[config.mk]
export PLATFORM = sky130hd
export DESIGN_NAME = switch_debounce_encoder_flat
export DESIGN_NICKNAME = d
export VERILOG_FILES = /design/src/rtl/switch_debounce_encoder_if.sv /design/src/rtl/switch_debounce_encoder.sv /design/src/flat_wrapper.sv
export SDC_FILE = /design/constraint.sdc
export NUM_CORES = 1
export LEC_CHECK = 0
export BUFFER_PORTS_ARGS = -buffer_cell sky130_fd_sc_hd__buf_4
export CAP_MARGIN = 20
export CORE_MARGIN = 2
export CORE_UTILIZATION = 45
export DETAILED_ROUTE_END_ITERATION = 10
export PLACE_DENSITY = 0.62
export SKIP_CTS_REPAIR_TIMING = 1
export SLEW_MARGIN = 0
export SYNTH_ARGS = -nofsm -noshare
export SYNTH_HDL_FRONTEND = slang
export SYNTH_SLANG_ARGS = --single-unit
[constraint.sdc]
create_clock -name i_Clk -period 5.9 [get_ports i_Clk]
set_input_delay 1.18 -clock i_Clk [delete_from_list [all_inputs] [get_ports i_Clk]]
set_output_delay 1.18 -clock i_Clk [all_outputs]
set_load 0.02 [all_outputs]
[src/rtl/switch_debounce_encoder_if.sv]
// Raw switch inputs and cleaned level/event outputs of the switch front end.
// master drives the raw switches; slave is the debounce/encoder block.
interface switch_debounce_encoder_if;
  logic       i_Switch_1;
  logic       i_Switch_2;
  logic       i_Switch_3;
  logic       i_Switch_4;
  logic       o_Switch_1;
  logic       o_Switch_2;
  logic       o_Switch_3;
  logic       o_Switch_4;
  logic       o_Button_DV;
  logic [1:0] o_Button_ID;
  logic       o_Chord;

  modport master (
    output i_Switch_1, i_Switch_2, i_Switch_3, i_Switch_4,
    input  o_Switch_1, o_Switch_2, o_Switch_3, o_Switch_4,
    input  o_Button_DV, o_Button_ID, o_Chord
  );

  modport slave (
    input  i_Switch_1, i_Switch_2, i_Switch_3, i_Switch_4,
    output o_Switch_1, o_Switch_2, o_Switch_3, o_Switch_4,
    output o_Button_DV, o_Button_ID, o_Chord
  );
endinterface

[src/rtl/switch_debounce_encoder.sv]
// Sync + debounce 4 switches (level latency DEBOUNCE_CLKS+2), one-cycle release events, no backpressure.
// SWITCH_DEBOUNCE_CHORD_EN adds the switch 1+2 chord output and suppresses its release events.
module switch_debounce_encoder #(
  parameter int DEBOUNCE_CLKS = 250000
) (
  input  logic i_Clk,
  input  logic i_Rst_L,
  switch_debounce_encoder_if.slave sw
);

  localparam int CW = (DEBOUNCE_CLKS > 2) ? $clog2(DEBOUNCE_CLKS) : 1;
  localparam logic [CW-1:0] CNT_MAX = CW'(DEBOUNCE_CLKS - 1);

  logic [3:0]         raw;
  logic [3:0]         meta_q, sync_q;
  logic [3:0]         deb_q, deb_d;
  logic [3:0]         lvl_q;
  logic [3:0][CW-1:0] cnt_q, cnt_d;
  logic [3:0]         pend_q, pend_d;
  logic [3:0]         fall, clr, rel_mask;
  logic               dv_q, dv_d;
  logic [1:0]         id_q, id_d;

  assign raw = {sw.i_Switch_4, sw.i_Switch_3, sw.i_Switch_2, sw.i_Switch_1};

  always_comb begin
    deb_d = deb_q;
    cnt_d = '0;
    for (int n = 0; n < 4; n++) begin
      if (sync_q[n] != deb_q[n]) begin
        if (cnt_q[n] == CNT_MAX) begin
          deb_d[n] = sync_q[n];
        end else begin
          cnt_d[n] = cnt_q[n] + 1'b1;
        end
      end
    end
  end

  // lvl_q is the previous debounced level, so a release is seen one cycle after it lands
  assign fall = lvl_q & ~deb_q & rel_mask;

  always_comb begin
    dv_d = 1'b0;
    id_d = 2'd0;
    clr  = 4'b0000;
    if (pend_q != 4'b0000) begin
      dv_d = 1'b1;
      for (int n = 3; n >= 0; n--) begin
        if (pend_q[n]) id_d = 2'(n);
      end
      clr = 4'b0001 << id_d;
    end
    pend_d = (pend_q & ~clr) | fall;
  end

  always_ff @(posedge i_Clk) begin
    if (!i_Rst_L) begin
      meta_q <= '0;
      sync_q <= '0;
      deb_q  <= '0;
      lvl_q  <= '0;
      cnt_q  <= '0;
      pend_q <= '0;
      dv_q   <= 1'b0;
      id_q   <= 2'd0;
    end else begin
      meta_q <= raw;
      sync_q <= meta_q;
      deb_q  <= deb_d;
      lvl_q  <= deb_q;
      cnt_q  <= cnt_d;
      pend_q <= pend_d;
      dv_q   <= dv_d;
      id_q   <= id_d;
    end
  end

`ifdef SWITCH_DEBOUNCE_CHORD_EN
  logic latch_q, latch_d;
  logic chord_q;

  always_comb begin
    latch_d = latch_q;
    if (deb_q[0] & deb_q[1]) begin
      latch_d = 1'b1;
    end else if (~deb_q[0] & ~deb_q[1]) begin
      latch_d = 1'b0;
    end
  end

  // Latch still reads set on the cycle both releases are detected, so the chord stays silent
  assign rel_mask = latch_q ? 4'b1100 : 4'b1111;

  always_ff @(posedge i_Clk) begin
    if (!i_Rst_L) begin
      latch_q <= 1'b0;
      chord_q <= 1'b0;
    end else begin
      latch_q <= latch_d;
      chord_q <= deb_q[0] & deb_q[1];
    end
  end

  assign sw.o_Chord = chord_q;
`else
  assign rel_mask   = 4'b1111;
  assign sw.o_Chord = 1'b0;
`endif

  assign sw.o_Switch_1  = lvl_q[0];
  assign sw.o_Switch_2  = lvl_q[1];
  assign sw.o_Switch_3  = lvl_q[2];
  assign sw.o_Switch_4  = lvl_q[3];
  assign sw.o_Button_DV = dv_q;
  assign sw.o_Button_ID = id_q;

endmodule

[src/flat_wrapper.sv]
// flat-port wrapper written by rule: the top's interface ports become plain ports
module switch_debounce_encoder_flat 
#(
  parameter int DEBOUNCE_CLKS = 250000
)
  (i_Clk, i_Rst_L, sw_i_Switch_1, sw_i_Switch_2, sw_i_Switch_3, sw_i_Switch_4, sw_o_Switch_1, sw_o_Switch_2, sw_o_Switch_3, sw_o_Switch_4, sw_o_Button_DV, sw_o_Button_ID, sw_o_Chord);
  switch_debounce_encoder_if sw_i ();
  input  logic i_Clk;
  input  logic i_Rst_L;
  input wire logic [$bits(sw_i.i_Switch_1)-1:0] sw_i_Switch_1;
  input wire logic [$bits(sw_i.i_Switch_2)-1:0] sw_i_Switch_2;
  input wire logic [$bits(sw_i.i_Switch_3)-1:0] sw_i_Switch_3;
  input wire logic [$bits(sw_i.i_Switch_4)-1:0] sw_i_Switch_4;
  output wire logic [$bits(sw_i.o_Switch_1)-1:0] sw_o_Switch_1;
  output wire logic [$bits(sw_i.o_Switch_2)-1:0] sw_o_Switch_2;
  output wire logic [$bits(sw_i.o_Switch_3)-1:0] sw_o_Switch_3;
  output wire logic [$bits(sw_i.o_Switch_4)-1:0] sw_o_Switch_4;
  output wire logic [$bits(sw_i.o_Button_DV)-1:0] sw_o_Button_DV;
  output wire logic [$bits(sw_i.o_Button_ID)-1:0] sw_o_Button_ID;
  output wire logic [$bits(sw_i.o_Chord)-1:0] sw_o_Chord;
  assign sw_i.i_Switch_1 = sw_i_Switch_1;
  assign sw_i.i_Switch_2 = sw_i_Switch_2;
  assign sw_i.i_Switch_3 = sw_i_Switch_3;
  assign sw_i.i_Switch_4 = sw_i_Switch_4;
  assign sw_o_Switch_1 = sw_i.o_Switch_1;
  assign sw_o_Switch_2 = sw_i.o_Switch_2;
  assign sw_o_Switch_3 = sw_i.o_Switch_3;
  assign sw_o_Switch_4 = sw_i.o_Switch_4;
  assign sw_o_Button_DV = sw_i.o_Button_DV;
  assign sw_o_Button_ID = sw_i.o_Button_ID;
  assign sw_o_Chord = sw_i.o_Chord;
  switch_debounce_encoder #(.DEBOUNCE_CLKS(DEBOUNCE_CLKS)) u_core (.i_Clk(i_Clk), .i_Rst_L(i_Rst_L), .sw(sw_i));
endmodule
==> flow_summary.yaml, run 1 <==
clocking:
  clock_path_buffers: 2
  clkLatencyLatePin_ns: 0.36
  cts-buffers-inserted: 9
  worst_setup_hold_path_clk_slew_ns: 0.09
  cts-htree-levels: 3
  clock_sink_count: 95
  tritoncts: "done"
  clock-root-buffer: "clkbuf_8"
hold_path:
  timing.hold.worst.start: "u_core.meta_q[0]$_SDFF_PN0_"
  holdPathEnd: "u_core.sync_q[0]$_SDFF_PN0_"
  min-delay-path-class: "reg -> reg"
  min_delay_path_depth: 1
sta:
  holdWs_ns: 0.441
  min_period_over_period_pct: 36.9
  slew_violations: 0
  fin_tns_setup_ns: 0
  rsz0062_at_grt: "no"
  fmaxAchievable_mhz: 459
  finalCriticalPeriod_ns: 2.18
  worst_clock_skew_ns: 0.0141
  setup_slack_ns: 3.72
  finalSetupViolations: 0
  tightest_slew_ns: 0.934
  slew-limit-headroom_pct: 37.5
  finalHoldViolCount: 0
floorplanning:
  ioPinCount: 14
  floorplan.rows: 34
  placeableCoreArea_mm2: 0.00868
  fp.dieArea_mm2: 0.00965
  start_util_pct: 46.1
  dieHeight_um: 98.3
  die_width_um: 98.3
layout:
  area_growth_pct: 9.70
  insertedDiodeCount: 0
  drive_above_1_share_pct: 7.94
  num-nets-final: 471
  finalCoreUtilization_pct: 50.5
  layout.filler_cells: 845
  final_cell_count_no_fill: 574
outcome:
  status: "finished, final reports clean"
pwr:
  powerDensity_mw_per_mm2: 249
  largest_voltage_drop_on_the_vdd_net_v: 0.000115
  static-leakage-power_uw: 0.00133
logic_synthesis:
  synth.cells.most_frequent: "dfxtp_1 (95), nor2_1 (85), xnor2_1 (48), nand2_1 (26), nand3_1 (22)"
  synthTopCellsByArea: "dfxtp_1 (48%), xnor2_1 (11%), nor2_1 (8.0%)"
  ys.warnings.count: 0
  postSynthCellCount: 446
  synth_top_area_share_pct: 47.6
  synth_enable_flop_cells: 0
  synth-seq-area-share_pct: 47.6
  synth_top_cell_by_area: "dfxtp_1"
  mappedNetlistArea_mm2: 0.00400
  synth.most_common_cell: "dfxtp_1"
  postSynthAreaPerCell_um2: 8.96
  synth_fp_nets: 456
  yosys.cell_types.count: 42
  postSynth.asyncResetShare_pct: 0
  ys.flop_type: "dfxtp_1"
  postSynthRegisterBits: 95
flow_run:
  maxCapViolCount: 0
grt:
  grt_first_pass_wirelength_um: 11900
  grt_pass1_vias: 2742
  grt.total_usage_pct: 14.8
  antenna_found_initial: 0
  maximum_number_of_pins_on_one_net_before_global_route_repair: 29
  globalRouteOverflowTotal: 0
setup_path:
  worst-r2r-cell-count: 5
  cp_launch_type: "flop"
  timing.critical_path.slowest_stage_cell: "o211ai_2"
  endpoint_kind: "flop"
  timing.reg2reg.setup_slack_ns: 3.72
  worst_ep_arrival_time_ns: 2.39
  timing.critical_path.fanout_max: 18
  critical_path.cell_chain: "ha_1 > nand3_1 > or3_1 > o211ai_2 > nor2_1"
  r2r_start: "u_core.cnt_q[0]$_SDFF_PP0_"
  timing.rr.end: "u_core.cnt_q[13]$_SDFF_PP0_"
  timing.setup.critical_path_class: "reg -> reg"
  required_ns: 6.11
  critPathMaxStageDelay_ns: 0.63
place:
  placement.io_buffers: 12
  detailed_place_hpwl_um: 4680
  gpl.final_weighted_congestion: 0.818
  post-place-ws_ns: 3.46
  numPlacedInstances: 557
detailed_routing:
  post-route-drc-count: 0
  avgRoutedWirePerCell_um: 11.9
  drt_wl_total_um: 6810
  detailroute.via_count: 2956
  drtIter0Drc: 62
  avgViaCountPerCell: 5.15
  detail_route.first_pass.iterations: 4
  antenna_violating_nets_post_route: 0
placed cells by master, fill, tap and decap left out, types with 3 or more instances in the layout:
master and instances:
nor4_1 21, xor2_1 12, ha_1 4, a21oi_1 8, nand2b_1 3, nor2_1 85
mux2i_1 5, nand3_1 22, inv_1 18, or4_1 7, clkbuf_8 9, nor3_1 13
inv_6 4, o21ai_0 6, buf_4 13, nand4_1 21, nand2_1 26, a21boi_0 3
o31ai_1 4, and2_1 12, xnor2_1 48, dfxtp_1 95
kinds of logic (layout without fill, tap and decap cells):
| family | count (synthesis) | after routing | share of synthesized area [%] |
|---|---|---|---|
| mux | 5 | 5 | 1.25 |
| compound gates | 27 | 27 | 4.82 |
| xor+xnor | 60 | 60 | 13.1 |
| flops | 95 | 95 | 47.6 |
| simple gates | 227 | 227 | 28.7 |
| buf+inv | 27 | 47 | 3.13 |
| fa+ha+maj | 4 | 4 | 1.25 |
| other cells | 1 | 1 | 0.0938 |
power breakdown:
group | total [µW] | switching [µW] | internal (µW)
clock | 434 | 233 | 201
combinational | 14.5 | 8.53 | 5.97
sequential | 646 | 1.69 | 644
total | 1090 | 243 | 851
how the worst max path moves through the flow:
stage | startpoint | to | slack, ns | cells past startpoint
CTS | u_core.cnt_q[0]$_SDFF_PP0_ | u_core.cnt_q[13]$_SDFF_PP0_ | 3.66 | 5
global route | u_core.cnt_q[0]$_SDFF_PP0_ | u_core.cnt_q[0]$_SDFF_PP0_ | 3.55 | 5
finish | u_core.cnt_q[0]$_SDFF_PP0_ | u_core.cnt_q[13]$_SDFF_PP0_ | 3.72 | 5
global placement | i_Rst_L | u_core.cnt_q[22]$_SDFF_PP0_ | 3.51 | 4
floorplan | i_Rst_L | u_core.cnt_q[25]$_SDFF_PP0_ | 3.78 | 5
detailed placement | i_Rst_L | u_core.cnt_q[31]$_SDFF_PP0_ | 3.46 | 4
layout make-up:
type | instances | area, µm² | share of cell area, %
Sequential cell | 95 | 1900 | 43.4
Clock inverter | 7 | 77.6 | 1.77
Inverter | 18 | 67.6 | 1.54
Clock buffer | 9 | 124 | 2.82
Timing Repair Buffer | 13 | 97.6 | 2.23
Tap cell | 108 | 135 | 3.08
Multi-Input combinational cell | 324 | 1980 | 45.2
sequential cells by signal, summed over array words and instances (netlist names):
name                   count
u_core.cnt_q              72
u_core.deb_q               4
u_core.lvl_q               4
u_core.meta_q              4
u_core.pend_q              4
u_core.sw.o_Button_DV      1
u_core.sw.o_Button_ID      2
u_core.sync_q              4
layer usage:
| layer | global-route usage [%] | wire length [µm] | up-vias |
|---|---|---|---|
| li1 | - | - | 1564 |
| met1 | 18.7 | 3420 | 1351 |
| met2 | 24.2 | 3070 | 34 |
| met3 | 4.94 | 236 | 7 |
| met4 | 4.11 | 80 | 0 |
| met5 | 0 | 0 | - |
critical path, delay by kind of cell, from the launching register on:
kind                       cells  cell delay [ns]
AOI/OAI and AO/OA              1             0.63
adders and majority gates      1             0.21
DFF                            1             0.40
and+or+nand+nor                3             0.79
per-stage QoR:
stage / power, µW / area, µm²
after floorplan: 672 / 4000
after global placement: 675 / 4180
after detailed placement: 675 / 4180
after CTS: 1110 / 4380
after global routing: 1130 / 4390
final: 1090 / 4390
No activity file was read; power rests on OpenSTA's default activity.
==> inputs of run 2 (changes only) <==
--- a/config.mk
+++ b/config.mk
@@ -5,6 +5,7 @@
 export SDC_FILE = /design/constraint.sdc
 export NUM_CORES = 1
 export LEC_CHECK = 0
+export ABC_AREA = 1
 export BUFFER_PORTS_ARGS = -buffer_cell sky130_fd_sc_hd__buf_4
 export CAP_MARGIN = 20
 export CORE_MARGIN = 2
==> constraint.sdc (replaced) <==
create_clock -name i_Clk -period 2.1 [get_ports i_Clk]
set_input_delay 0.42 -clock i_Clk [delete_from_list [all_inputs] [get_ports i_Clk]]
set_output_delay 0.42 -clock i_Clk [all_outputs]
set_load 0.02 [all_outputs]
==> run 2 against run 1 <==
  * Register-to-register slack got worse by 3.2 ns
  * Total power increased to 2.8 times the previous value
  * Critical path depth increased by 3
  * Final cell count increased by 38%
  * Combinational power increased to 3.1 times the previous value
  * Maximum frequency increased by 36%
  * Largest cell class unchanged
==> flow_summary.yaml, run 2 <==
layout:
  max_flop_register: "u_core.cnt_q"
  seq_area_mm2: 0.00190
  insertedDiodeCount: 0
  num-nets-final: 664
  largest_register_ff_count: 72
  multi_input_area_mm2: 0.00217
  layout.filler_cells: 997
  layout_common_cells: "nand2_1 (154), nor2_1 (133), dfxtp_1 (95), inv_1 (73), nand3_1 (39)"
  drive_above_1_share_pct: 8.97
  layout.cells.most_common: "nand2_1"
  area_growth_pct: 8.61
detailed_routing:
  post-route-drc-count: 0
  drt_wl_total_um: 8090
  drtIter0Drc: 123
  avgViaCountPerCell: 4.68
  detailroute.via_count: 3703
  antenna_violating_nets_post_route: 0
  avgRoutedWirePerCell_um: 10.2
  detail_route.first_pass.iterations: 4
pwr:
  largest_voltage_drop_on_the_vdd_net_v: 0.000368
  powerDensity_mw_per_mm2: 636
  finalPower_uw: 3060
  static-leakage-power_uw: 0.00165
logic_synthesis:
  postSynth.asyncResetShare_pct: 0
  synth_top_cell_by_area: "dfxtp_1"
  synth_fp_nets: 648
  postSynthRegisterBits: 95
  synth.most_common_cell: "nand2_1"
  synth_enable_flop_cells: 0
  postSynthAreaPerCell_um2: 6.94
  mappedNetlistArea_mm2: 0.00443
  synth-seq-area-share_pct: 42.9
  synthTopCellsByArea: "dfxtp_1 (43%), nand2_1 (13%), nor2_1 (11%)"
  synth_top_area_share_pct: 42.9
  postSynthCellCount: 638
  ys.flop_type: "dfxtp_1"
  synth.cells.most_frequent: "nand2_1 (154), nor2_1 (133), dfxtp_1 (95), inv_1 (73), nand3_1 (39)"
  ys.warnings.count: 0
  yosys.cell_types.count: 31
setup_path:
  critPathMaxStageDelay_ns: 0.42
  worst_ep_arrival_time_ns: 1.83
  timing.setup.critical_path_class: "reg -> reg"
  timing.critical_path.slowest_stage_cell: "dfxtp_1"
  required_ns: 2.33
  timing.critical_path.fanout_max: 18
  cp_launch_type: "flop"
  endpoint_kind: "flop"
  critical_path.cell_chain: "ha_1 > nand3_2 > inv_2 > nand3_1 > nor2_2 > nand2_2 > nand2_4 > a21oi_1"
grt:
  globalRouteOverflowTotal: 0
  global_route.usage.met2_pct: 27.8
  grt.total_usage_pct: 16.8
  grt_busiest_layer: "met2"
  grt_pass1_vias: 3331
  use_met3_pct: 4.50
  grt_first_pass_wirelength_um: 14300
  grtUsageMet1_pct: 21.7
  antenna_found_initial: 0
  maximum_number_of_pins_on_one_net_before_global_route_repair: 22
hold_path:
  min-delay-path-class: "in -> reg"
place:
  gpl.final_weighted_congestion: 0.890
  placement.io_buffers: 12
  detailed_place_hpwl_um: 5870
  post-place-ws_ns: 0.461
clocking:
  clock_sink_count: 95
  clkLatencyLatePin_ns: 0.35
  cts-htree-levels: 3
  clock-root-buffer: "clkbuf_8"
  clock_path_buffers: 2
  worst_setup_hold_path_clk_slew_ns: 0.09
  tritoncts: "done"
  cts-buffers-inserted: 9
sta:
  finalCriticalPeriod_ns: 1.60
  slew_violations: 0
  worst_clock_skew_ns: 0.0119
  holdWs_ns: 0.248
  finalSetupViolations: 0
  fmaxAchievable_mhz: 623
  min_period_over_period_pct: 76.4
  finalHoldViolCount: 0
  setup_slack_ns: 0.496
  rsz0062_at_grt: "no"
  fin_tns_setup_ns: 0
floorplanning:
  dieHeight_um: 103
  placeableCoreArea_mm2: 0.00968
  start_util_pct: 45.7
  fp.dieArea_mm2: 0.0107
  die_width_um: 103
  ioPinCount: 14
  floorplan.rows: 36
outcome:
  status: "finished, final reports clean"
flow_run:
  maxCapViolCount: 0
run 2: cell count changes after synthesis, moves of 17 or more:
| cell | before | now |
|---|---|---|
| inv_1 | 18 | 73 |
| nand3_1 | 22 | 39 |
| nor4_1 | 21 | 0 |
| nand2_1 | 26 | 154 |
| nor2_1 | 85 | 133 |
| xnor2_1 | 48 | 10 |
| a21oi_1 | 8 | 31 |
run 2: cell families (layout without fill, tap and decap cells):
logic type               count (synthesis)  in the layout  synth area share [%]
AO/OA/AOI/OAI                           49             49                  5.73
XOR/XNOR                                32             32                  6.33
adder cells (fa/ha/maj)                  4              4                  1.13
buffers and inverters                   84            104                  8.16
flip-flops                              95             95                  42.9
other                                    1              1                0.0846
AND/OR/NAND/NOR                        373            373                  35.6
run 2: path summary, 6_finish.rpt:
| kind | startpoint | depth (start not counted) | slack [ns] | endpoint |
|---|---|---|---|---|
| max | u_core.cnt_q[18]$_SDFF_PP0_ | 8 | 0.50 | u_core.cnt_q[29]$_SDFF_PP0_ |
| min | sw_i_Switch_2 | 3 | 0.25 | u_core.meta_q[1]$_SDFF_PN0_ |
| max reg2reg | u_core.cnt_q[18]$_SDFF_PP0_ | 8 | 0.50 | u_core.cnt_q[29]$_SDFF_PP0_ |
| min reg2reg | u_core.meta_q[3]$_SDFF_PN0_ | 2 | 0.42 | u_core.sync_q[3]$_SDFF_PN0_ |
run 2: power by group:
group | internal, µW | leakage [µW] | switching [µW]
Sequential | 1810 | 0.000767 | 4.39
Combinational | 14.5 | 0.000786 | 30.2
Clock | 608 | 0.0000985 | 595
run 2: per-layer routing:
metal  wire, µm  up-vias
met1       4040     1650
li1           -     1995
met3        322       10
met2       3640       48
met5          0        -
met4         89        0
run 2: area by class of cell:
type                            instances  area share, %
Timing Repair Buffer                   12           1.87
Sequential cell                        95           39.5
Clock buffer                           12           3.22
Inverter                               77           6.01
Clock inverter                          3          0.884
Tap cell                              133           3.46
Multi-Input combinational cell        459           45.0
run 2: stage by stage:
step                cells  instance area (µm²)  utilization [%]
floorplan             638                 4430                -
global placement      776                 4610             47.6
detailed placement    776                 4610             47.6
CTS                   791                 4810             49.7
global route          791                 4810             49.7
finish                791                 4810             49.7
run 2: critical path, delay by kind of cell (launching register included):
kind	cells	cell delay [ns]
AO/OA/AOI/OAI	1	0.07
adder cells (fa/ha/maj)	1	0.23
buffers and inverters	1	0.09
flip-flops	1	0.42
AND/OR/NAND/NOR	5	0.66
